<file path="config.mk">
export PLATFORM = sky130hd
export DESIGN_NAME = prio_code_capture
export DESIGN_NICKNAME = d
export VERILOG_FILES = /design/src/rtl/prio_code_capture.sv
export SDC_FILE = /design/constraint.sdc
export NUM_CORES = 1
export LEC_CHECK = 0
export ABC_AREA = 1
export CAP_MARGIN = 20
export CORE_UTILIZATION = 50
export DETAILED_ROUTE_END_ITERATION = 10
export PLACE_DENSITY = 0.77
export SYNTH_ARGS = -nofsm -noshare
export SYNTH_HDL_FRONTEND = slang
export SYNTH_SLANG_ARGS = --single-unit
export TNS_END_PERCENT = 50
</file>
<file path="constraint.sdc">
create_clock -name iClk -period 1.8 [get_ports iClk]
set_input_delay 0.36 -clock iClk [delete_from_list [all_inputs] [get_ports iClk]]
set_output_delay 0.36 -clock iClk [all_outputs]
set_load 0.1 [all_outputs]
</file>
<file path="src/rtl/prio_code_capture.sv">
// Captures debounced press events from an 8-to-3 active-low priority encoder
// into a small FIFO drained by a valid/ready consumer.
module prio_code_capture #(
    parameter int DEBOUNCE = 4,
    parameter int DEPTH    = 4
) (
    input  logic                     iClk,
    input  logic                     iRst_L,
    input  logic [2:0]               iY_L,
    input  logic                     iYex_L,
    input  logic                     iYs,
    input  logic                     iReady,
    input  logic                     iClrOvf,
    output logic [2:0]               oCode,
    output logic                     oValid,
    output logic [$clog2(DEPTH):0]   oCount,
    output logic                     oOvf,
    output logic                     oDisabled,
    output logic                     oBusy
);
    localparam int          PW     = $clog2(DEPTH);
    localparam logic [7:0]  DB     = 8'(DEBOUNCE);
    localparam logic [PW:0] FULL_C = (PW+1)'(DEPTH);
    localparam logic [PW:0] ONE_C  = (PW+1)'(1);
    localparam logic [PW-1:0] PONE = PW'(1);

    typedef enum logic [1:0] {IDLE, PRESS_DB, HELD, REL_DB} state_t;

    // Debounce counter increment, saturating at DEBOUNCE.
    function automatic logic [7:0] satInc(input logic [7:0] c);
        return (c >= DB) ? DB : c + 8'd1;
    endfunction

    // Two-flop synchronisers, reset to the encoder's idle pattern.
    logic [2:0] yL_p0, yL_p1;
    logic       yexL_p0, yexL_p1, ys_p0, ys_p1;

    always_ff @(posedge iClk) begin
        if (!iRst_L) begin
            yL_p0   <= 3'b111;
            yL_p1   <= 3'b111;
            yexL_p0 <= 1'b1;
            yexL_p1 <= 1'b1;
            ys_p0   <= 1'b0;
            ys_p1   <= 1'b0;
        end else begin
            yL_p0   <= iY_L;
            yL_p1   <= yL_p0;
            yexL_p0 <= iYex_L;
            yexL_p1 <= yexL_p0;
            ys_p0   <= iYs;
            ys_p1   <= ys_p0;
        end
    end

    logic [2:0] sCode;
    logic       disabledNow;
    assign sCode       = ~yL_p1;
    assign disabledNow = yexL_p1 & ys_p1;

    // Debounce FSM
    state_t     state;
    logic [7:0] cnt;
    logic [2:0] cand;
    logic       disReg;
    logic       pushReq;

    assign pushReq = (state == PRESS_DB) && !disabledNow && !yexL_p1 &&
                     (sCode == cand) && (satInc(cnt) == DB);

    always_ff @(posedge iClk) begin
        if (!iRst_L) begin
            state  <= IDLE;
            cnt    <= 8'd0;
            disReg <= 1'b0;
        end else begin
            disReg <= disabledNow;
            if (disabledNow) begin
                state <= IDLE;
                cnt   <= 8'd0;
            end else begin
                case (state)
                    IDLE: begin
                        if (!yexL_p1) begin
                            state <= PRESS_DB;
                            cnt   <= 8'd1;
                        end
                    end
                    PRESS_DB: begin
                        if (yexL_p1) begin
                            state <= IDLE;
                            cnt   <= 8'd0;
                        end else if (sCode != cand) begin
                            cnt <= 8'd1;
                        end else begin
                            cnt <= satInc(cnt);
                            if (satInc(cnt) == DB) state <= HELD;
                        end
                    end
                    HELD: begin
                        if (yexL_p1) begin
                            state <= REL_DB;
                            cnt   <= 8'd1;
                        end
                    end
                    REL_DB: begin
                        if (!yexL_p1) begin
                            state <= HELD;
                            cnt   <= 8'd0;
                        end else if (satInc(cnt) == DB) begin
                            state <= IDLE;
                            cnt   <= 8'd0;
                        end else begin
                            cnt <= satInc(cnt);
                        end
                    end
                    default: begin
                        state <= IDLE;
                        cnt   <= 8'd0;
                    end
                endcase
            end
        end
    end

    // Candidate code follows the synchronised code whenever a new press starts or the code changes mid-debounce.
    always_ff @(posedge iClk) begin
        if ((state == IDLE && !yexL_p1) || (state == PRESS_DB && sCode != cand))
            cand <= sCode;
    end

    // Event FIFO
    logic [2:0]    mem [DEPTH];
    logic [PW-1:0] wrPtr, rdPtr;
    logic [PW:0]   count;
    logic          full, pop, doWrite, ovf;

    assign full    = (count == FULL_C);
    assign pop     = (count != '0) && iReady;
    assign doWrite = pushReq && (!full || pop);

    always_ff @(posedge iClk) begin
        if (doWrite) mem[wrPtr] <= cand;
    end

    always_ff @(posedge iClk) begin
        if (!iRst_L) begin
            wrPtr <= '0;
            rdPtr <= '0;
            count <= '0;
            ovf   <= 1'b0;
        end else begin
            if (doWrite) wrPtr <= wrPtr + PONE;
            if (pop)     rdPtr <= rdPtr + PONE;
            case ({doWrite, pop})
                2'b10:   count <= count + ONE_C;
                2'b01:   count <= count - ONE_C;
                default: count <= count;
            endcase
            if (pushReq && full && !pop) ovf <= 1'b1;
            else if (iClrOvf)            ovf <= 1'b0;
        end
    end

    assign oValid    = (count != '0);
    assign oCode     = oValid ? mem[rdPtr] : 3'b000;
    assign oCount    = count;
    assign oOvf      = ovf;
    assign oDisabled = disReg;
    assign oBusy     = (state != IDLE);

endmodule

</file>
==> qor.txt <==
status: finished, violations left
violated checks: negative setup slack
total clock sinks: 46
#FFs+latches synth: 46
initial core utilization: 53.0%
Power Total: 2.04 mW
CP Capture Type: flop
clk buf depth: 2
core area: 0.00372 sq mm
Final Setup Violations: 1
Final Skew: 0.00488 ns
Yosys top cell by area: dfxtp_1
Num CTS Buffers: 5
routing usage on met3: 4.75%
GRT Resource Usage Total: 18.7%
MaxCap Viol Count: 0
Hold Vio Cnt, Final: 0
Hold/Removal Path Class: flop to flop
fin crit share: 102%
Worst path most repeated cell: nor2_4
slew margin rel.: 69.5%
ys flop type: dfxtp_1
RSZ-0062 raised after global routing: yes
Post-synth EDFFs: 15
H-Tree Depth: 2
Least-Margin Pin Slew: 0.453 ns
via count: 1463
vias per cell: 4.66
most frequent cells in the layout: 38 x nand2_1, 31 x inv_1, 25 x nor2_1
clk slew on worst S/H paths: 0.08 ns
kind of critical path: flop to flop
total inserted antenna cells: 0
Max VDD drop: 0.633 mV
minimum clock period: 1.84 ns
Pleak: 1.13 nW
# DRC: 0
CP max stage cell: fa_2
Clock Tree Root: clkbuf_8
ys async rst share: 0%
synthesized netlist cell count: 224
Seq/Total Area, Yosys: 54.4%
post-synth top area share: 31.5%
global route total overflow: 0
Max Slew Vio Count: 0
CP startpoint kind: flop
met1 Usage GRT: 22.7%
DIE WIDTH: 64.8 um
Arr. time, crit path: 2.07 ns
TNS Setup: -0.0378 ns
initial antenna violation count: 0
Nets: 281
critical path, cell by cell: nand2_1 -> inv_2 -> nor2_4 -> nand3_2 -> nor2_4 -> nand2_2 -> nand2_4 -> fa_2 -> a21boi_2 -> nor2_1
synth unique cells: 29
largest net degree at the start of global routing: 15
commonest non-fill, non-tap cell in the layout: nand2_1
Vert. Die Dim: 64.8 um
vias in the first global route: 1337
Ys Warns: 0
critical-path maximum fanout: 3
Fill cells: 268
layout cells sized above 1: 34.2%
Post-Synthesis Cell Area: 0.00197 sq mm
I/O Pins: 19
Die ar.: 0.00419 sq mm
clk_lat worst skew: 0.29 ns
DRT iter0 DRCs: 40
Core Rows: 22
Initial DRT Pass Iterations: 4
synth top area cells: dfxtp_1 32%, edfxtp_1 23%, nand2_1 7.8%
global-route wire length before repair: 5.86 mm
global routing's busiest layer: met2
Post-Route WL: 3.44 mm
IO Port Bufs: 18
Synth Area per Inst: 8.79 sq um
Syn-to-layout area delta: 36.6%
Placer Congestion: 0.769
achievable clock frequency: 544 MHz
met2 Track Usage GR: 31.5%
WL per Instance: 11.0 um
pwr/cell area: 757 mW/mm^2
post-synth net total: 240
post-detailed-route count of antenna-violating nets: 0
fin worst setup slack: -0.0378 ns
CP max stage delay: 0.42 ns
CTS tree: built
CP required: 2.03 ns
post-DP HPWL: 2.53 mm
## cells by family (layout without fill, tap and decap cells)
family / Yosys count / in the layout / share of synthesized area [%]
and+or+nand+nor: 102 / 102 / 24.8
DFF: 46 / 46 / 54.4
AOI/OAI and AO/OA: 29 / 29 / 8.39
adders and majority gates: 7 / 7 / 4.83
buffers and inverters: 40 / 82 / 7.62
## timing repair
item,CTS,global route
setup buffers,1,5
endpoints found under the setup margin,17,17
resized for setup,9,20
hold buffers,0,0
pin swaps,1,13
## final timing paths
path                              start         to  slack (ns)  cells after the start
worst min-delay path            yexL_p0    yexL_p1        0.42                      1
worst min register to register  yexL_p0    yexL_p1        0.42                      1
worst max-delay path            cand[0]  oCount[1]       -0.04                     10
worst max register to register  cand[0]  oCount[1]       -0.04                     10
## routing by layer
metal  wire length, um  vias to the layer above
met1              1610                      651
met5                 0                        -
met2              1690                       24
met3                84                        6
met4                59                        0
li1                  -                      782
## cell usage after synthesis (6+ instances only)
master / count
ha_1: 6
nand2_1: 41
nand3_1: 6
nor2_1: 32
dfxtp_1: 31
a21oi_1: 11
o21ai_0: 13
inv_1: 36
edfxtp_1: 15
or2_2: 8
## where the power goes
| part | switching, mW | leakage (nW) | internal [mW] | total [mW] |
|---|---|---|---|---|
| sequential | 0.0173 | 0.395 | 1.09 | 1.11 |
| combinational | 0.135 | 0.681 | 0.0916 | 0.226 |
| clock | 0.325 | 0.0573 | 0.374 | 0.699 |
## flip-flops by register name, summed over array words and instances, names as in the netlist, named ones only
name	flops
cand	3
cnt	8
mem	12
oCount	3
oDisabled	1
oOvf	1
rdPtr	2
state	1
wrPtr	2
yL_p0	3
yL_p1	3
yexL_p0	1
yexL_p1	1
ys_p0	1
ys_p1	1
## worst max-delay path: cells and delay by family (launching register included)
| family | cells | cell delay [ns] |
|---|---|---|
| buffers and inverters | 1 | 0.05 |
| flip-flops | 1 | 0.41 |
| AO/OA/AOI/OAI | 1 | 0.16 |
| adder cells (fa/ha/maj) | 1 | 0.42 |
| AND/OR/NAND/NOR | 7 | 0.74 |
## metrics by stage
step	std cells	instance area [sq um]	util, %	hold WS (ns)	setup slack, ns
after detailed placement	300	2480	66.8	0.398	-0.0656
after floorplan	224	2060	-	0.390	-0.160
after global routing	314	2690	72.4	0.443	-0.137
final	314	2690	72.4	0.416	-0.0378
after global placement	300	2480	66.8	0.394	-0.0289
after CTS	309	2610	70.3	0.416	-0.0394
## final cells by class
cell class	instances	area, sq um	area share, %
clock buffer	7	101	3.77
clock inverter	1	6.26	0.233
inverter	38	149	5.53
multi-input combinational	138	867	32.2
sequential	46	1090	40.6
tap	48	60.1	2.23
timing repair buffer	36	415	15.4
(Power assumes the default switching activity.)
==> patch 1 (config.mk and constraints unchanged) <==
`DEPTH`: 4 -> 2.
--- a/src/rtl/prio_code_capture.sv
+++ b/src/rtl/prio_code_capture.sv
@@ -4,3 +4,3 @@
     parameter int DEBOUNCE = 4,
-    parameter int DEPTH    = 4
+    parameter int DEPTH    = 2
 ) (
Ports: changed (resized oCount); port bits go from 19 to 18. No check against the original RTL was run, so the function may have changed too.
==> patch 1 against the original RTL <==
Cell area fell by 27%. Critical path depth fell by 2. Total power fell by 30%. Synthesized area fell by 25%. Worst setup slack improved by 0.13 ns. Non-clock buffer count fell by 12. Sequential cell count fell by 10. Wire length fell by 22%. Via count fell by 23%. Largest power group unchanged.
==> patch 1: results (changes against the original RTL) <==
Met2 GRT Util - 0.341 (+0.0261)
Max Used Layer - met4
Gpl congestion - 0.797 (+3.6%)
Drt total wl - 2.67 mm (-22%)
Worst Path Arrival - 1.96 ns (-0.11 ns)
I/O Buffers - 17 (-1)
ANT cells - 0 (unchanged)
Design area - 1980 um2 (-27%)
Unique masters post-synth - 26 (-10%)
Total Routing Usage GR - 0.200 (+0.0129)
Hold Crit Class - register to register
Starting DRT DRC Count - 31 (-23%)
Outcome - completed
Final nets - 210 (-25%)
Seq/Total Area, Yosys - 0.546 (+0.00254)
First-pass iteration count of the detailed router - 4 (unchanged)
Layout fillers - 223 (-17%)
VDD IR-drop max - 0.771 mV (+22%)
Metal2 WL - 1.38 mm (-18%)
Setup bufs post-CTS - 0 (-1)
Clk Latency, worst-skew pair - 0.33 ns (+0.04 ns)
Max clock buf depth - 2 (unchanged)
Crit Path Max Fanout - 3 (unchanged)
Final std cells w/o fill - 230 (-27%)
EDFF count, synth - 9 (-6)
Slew headroom - 0.698 (+0.00342)
Met3 wire length - 114 um (+36%)
Placed Area - 1900 um2 (-23%)
Root buf cell - clkbuf_4
Wire length of the first global-routing pass - 4.69 mm (-20%)
Vias in the first global route - 1141 (-15%)
Worst clock skew - 0.00224 ns (-0.00264 ns)
Leakage - 0.000819 uW (-28%)
Met3 global-route usage - 0.0760 (+0.0285)
DR vias/cell - 4.92 (+5.5%)
Largest net degree at the start of global routing - 12 (-3)
Met1 global-route usage - 0.214 (-0.0122)
M1 WL - 1.11 mm (-31%)
Post-CTS resize count - 2 (-7)
Cts bufs inserted - 5 (unchanged)
Largest regs - cnt (8), mem (6)
DP Cell Count - 221 (-26%)
Synth area leaders - dfxtp_1, edfxtp_1, nand2_1, inv_1, nor2_1
Mapped Nets - 180 (-25%)
Commonest cells post-synth - nand2_1, dfxtp_1, inv_1
Layout cells sized above 1 - 0.312 (-0.0305)
Cells after Synth - 168 (-25%)
Pre-CTS worst setup slack - -0.0299 ns (+0.0357 ns)
DP Wirelength - 2.09 mm (-17%)
## patch 1: cell count changes after synthesis, moves of 4 or more
cell / before / now
o21ai_0: 13 / 5
inv_1: 36 / 25
dfxtp_1: 31 / 27
nand2_1: 41 / 34
edfxtp_1: 15 / 9
nor2_1: 32 / 16
## patch 1: final timing paths
| path | start | endpoint | cells after the start | slack [ns] |
|---|---|---|---|---|
| hold / removal | yL_p0[2]$_SDFF_PN1_ | yL_p1[2]$_SDFF_PN1_ | 1 | 0.42 |
| setup / recovery | cand[0]$_DFFE_PP_ | oCount[1]$_SDFFE_PN0P_ | 8 | 0.1 |
| hold reg to reg | yL_p0[2]$_SDFF_PN1_ | yL_p1[2]$_SDFF_PN1_ | 1 | 0.42 |
| setup reg to reg | cand[0]$_DFFE_PP_ | oCount[1]$_SDFFE_PN0P_ | 8 | 0.1 |
## patch 1: cell type report
type | instances | share of cell area
Sequential cell | 36 | 0.415
Inverter | 28 | 0.0563
Timing Repair Buffer | 24 | 0.158
Tap cell | 31 | 0.0196
Multi-Input combinational cell | 103 | 0.322
Clock buffer | 8 | 0.0297
## patch 1: report_power, final
part,switching [uW],internal [uW]
clock,244,193
sequential,14.6,845
combinational,73.2,56.0
## patch 1: kinds of logic after synthesis
group	count (synthesis)	share of synthesized area
fa+ha+maj	3	0.0253
buf+inv	29	0.0734
simple gates	79	0.266
flops	36	0.546
compound gates	20	0.0826
xor+xnor	1	0.00590
## patch 1: worst max-delay path, cell delays in order (launching register included)
cell      delay [ns]
edfxtp_1        0.46
xor2_1          0.19
nand3_2         0.15
nor2_4          0.14
nand3_2         0.11
ha_4            0.30
nor2_2          0.04
and3_1          0.14
nor3_1          0.11
==> patch 2 (same flow settings) <==
Made on the original files. Encoding of `state_t`: now Gray code (2 bits for 4 states).
--- a/src/rtl/prio_code_capture.sv
+++ b/src/rtl/prio_code_capture.sv
@@ -26,3 +26,3 @@
 
-    typedef enum logic [1:0] {IDLE, PRESS_DB, HELD, REL_DB} state_t;
+    typedef enum logic [1:0] {IDLE = 2'b00, PRESS_DB = 2'b01, HELD = 2'b11, REL_DB = 2'b10} state_t;
 
Behaviour: same outputs for any inputs over 10 cycles, from zero or initial values and one cycle with iRst_L low; not proved beyond that.
==> patch 2 against the original RTL <==
Cell area increased by 1.1%. Clock power shrank 17%. Critical path depth fell by 2. Total power shrank 8.1%. Synthesized cell count grew 3.1%. Wire length is 1.0% lower. Fmax increased by 4.8%. Synthesized area is 3.7% higher. Worst setup slack better by 0.085 ns. Sequential cell count did not move. Global-route usage decreased by 0.30 points. Die area is 3.6% higher. Largest cell class unchanged.
==> patch 2: results (changes against the original RTL) <==
Outcome - completed
Cells after Synth - 231 (+3.1%)
Commonest cells post-synth - inv_1, nor2_1, nand2_1
Pre-CTS worst setup slack - -0.0868 ns (-0.0213 ns)
Final nets - 294 (+4.6%)
CP top delay family - adder cells
Worst-Margin Slew - 0.389 ns (-0.0638 ns)
Gpl congestion - 0.812 (+5.6%)
Per-cell routed wire length - 10.6 um (-3.5%)
Hold path start - yL_p0[2]$_SDFF_PN1_
Layout fillers - 277 (+3.4%)
Clock edge transition at the registers on the reported setup and hold paths - 0.08 ns (about the same)
Total Routing Usage GR - 0.184 (-0.00296)
Mapped Nets - 252 (+5.0%)
Starting DRT DRC Count - 48 (+20%)
Wire length of the first global-routing pass - 5.96 mm (+1.8%)
Slowest cell on crit path - fa_1
Layout cells sized above 1 - 0.314 (-0.0282)
Largest regs - mem (12), cnt (8)
Vias post-DR - 1499 (+2.5%)
Leakage - 0.00112 uW (-1.5%)
VDD IR-drop max - 0.679 mV (+7.3%)
DR vias/cell - 4.66 (about the same)
CP peak stage delay - 0.39 ns (-0.03 ns)
Synth area leaders - dfxtp_1, edfxtp_1, inv_1, ha_1, nor2_1
Unique masters post-synth - 28 (-3.4%)
Critical Path Start - cnt[0]$_SDFFE_PP0P_
Worst clock skew - 0.00390 ns (-0.000974 ns)
DP Wirelength - 2.55 mm (+0.70%)
Seq/Total Area, Yosys - 0.524 (-0.0196)
Worst Path Arrival - 1.98 ns (-0.09 ns)
Reg2reg start - cnt[0]$_SDFFE_PP0P_
DP Cell Count - 312 (+4.0%)
Vias in the first global route - 1438 (+7.6%)
Ys async rst share - 0 (unchanged)
-- patch 2: where the power goes --
group | leakage (uW) | switching [uW] | internal, uW
clock | 0.0000450 | 310 | 269
sequential | 0.000394 | 13.2 | 1090
combinational | 0.000678 | 109 | 79.5
total | 0.00112 | 431 | 1440
-- patch 2: final cells by class --
class	instances	area (um2)	share of cell area
clock buffer	6	72.6	0.0267
clock inverter	2	10.0	0.00368
inverter	43	171	0.0630
multi-input combinational	140	895	0.329
sequential	46	1090	0.400
tap	48	60.1	0.0221
timing repair buffer	37	423	0.156
-- patch 2: metal layers --
layer / track usage / vias to the layer above / share of wire / routed length, um
met1: 0.223 / 662 / 0.45 / 1540
li1: - / 809 / - / -
met3: 0.0362 / 7 / 0.025 / 84
met4: 0.0951 / 0 / 0.018 / 63
met2: 0.307 / 21 / 0.50 / 1720
met5: 0 / - / 0 / 0
-- patch 2: worst reg2reg max path: stages, from the launching register on --
cell	delay, ns
dfxtp_2	0.35
inv_2	0.05
ha_4	0.24
o31ai_4	0.23
nand2_2	0.12
nand2_4	0.08
fa_1	0.39
a21boi_1	0.14
nor2_1	0.09
-- patch 2: worst paths after layout --
kind,end,slack [ns],depth (start not counted)
max,oCount[1]$_SDFFE_PN0P_,0.05,8
min,yL_p1[2]$_SDFF_PN1_,0.41,1
max reg2reg,oCount[1]$_SDFFE_PN0P_,0.05,8
min reg2reg,yL_p1[2]$_SDFF_PN1_,0.41,1
-- patch 2: stage by stage --
stage          area (um2)   util
2_1_floorplan        2120      -
3_3_place_gp         2580  0.680
3_5_place_dp         2580  0.680
4_1_cts              2700  0.710
5_1_grt              2720  0.716
6_report             2720  0.716
-- patch 2: logic make-up after synthesis --
group                      after synthesis  share of synthesized area
buffers and inverters                   45                     0.0833
and+or+nand+nor                         97                      0.222
DFF                                     46                      0.524
AOI/OAI and AO/OA                       31                     0.0937
adders and majority gates               12                     0.0772
-- patch 2: what timing repair did --
item,in CTS,in global routing
setup buffers,2,0
endpoints found under the setup margin,17,18
pin swaps,3,3
resized for setup,12,10
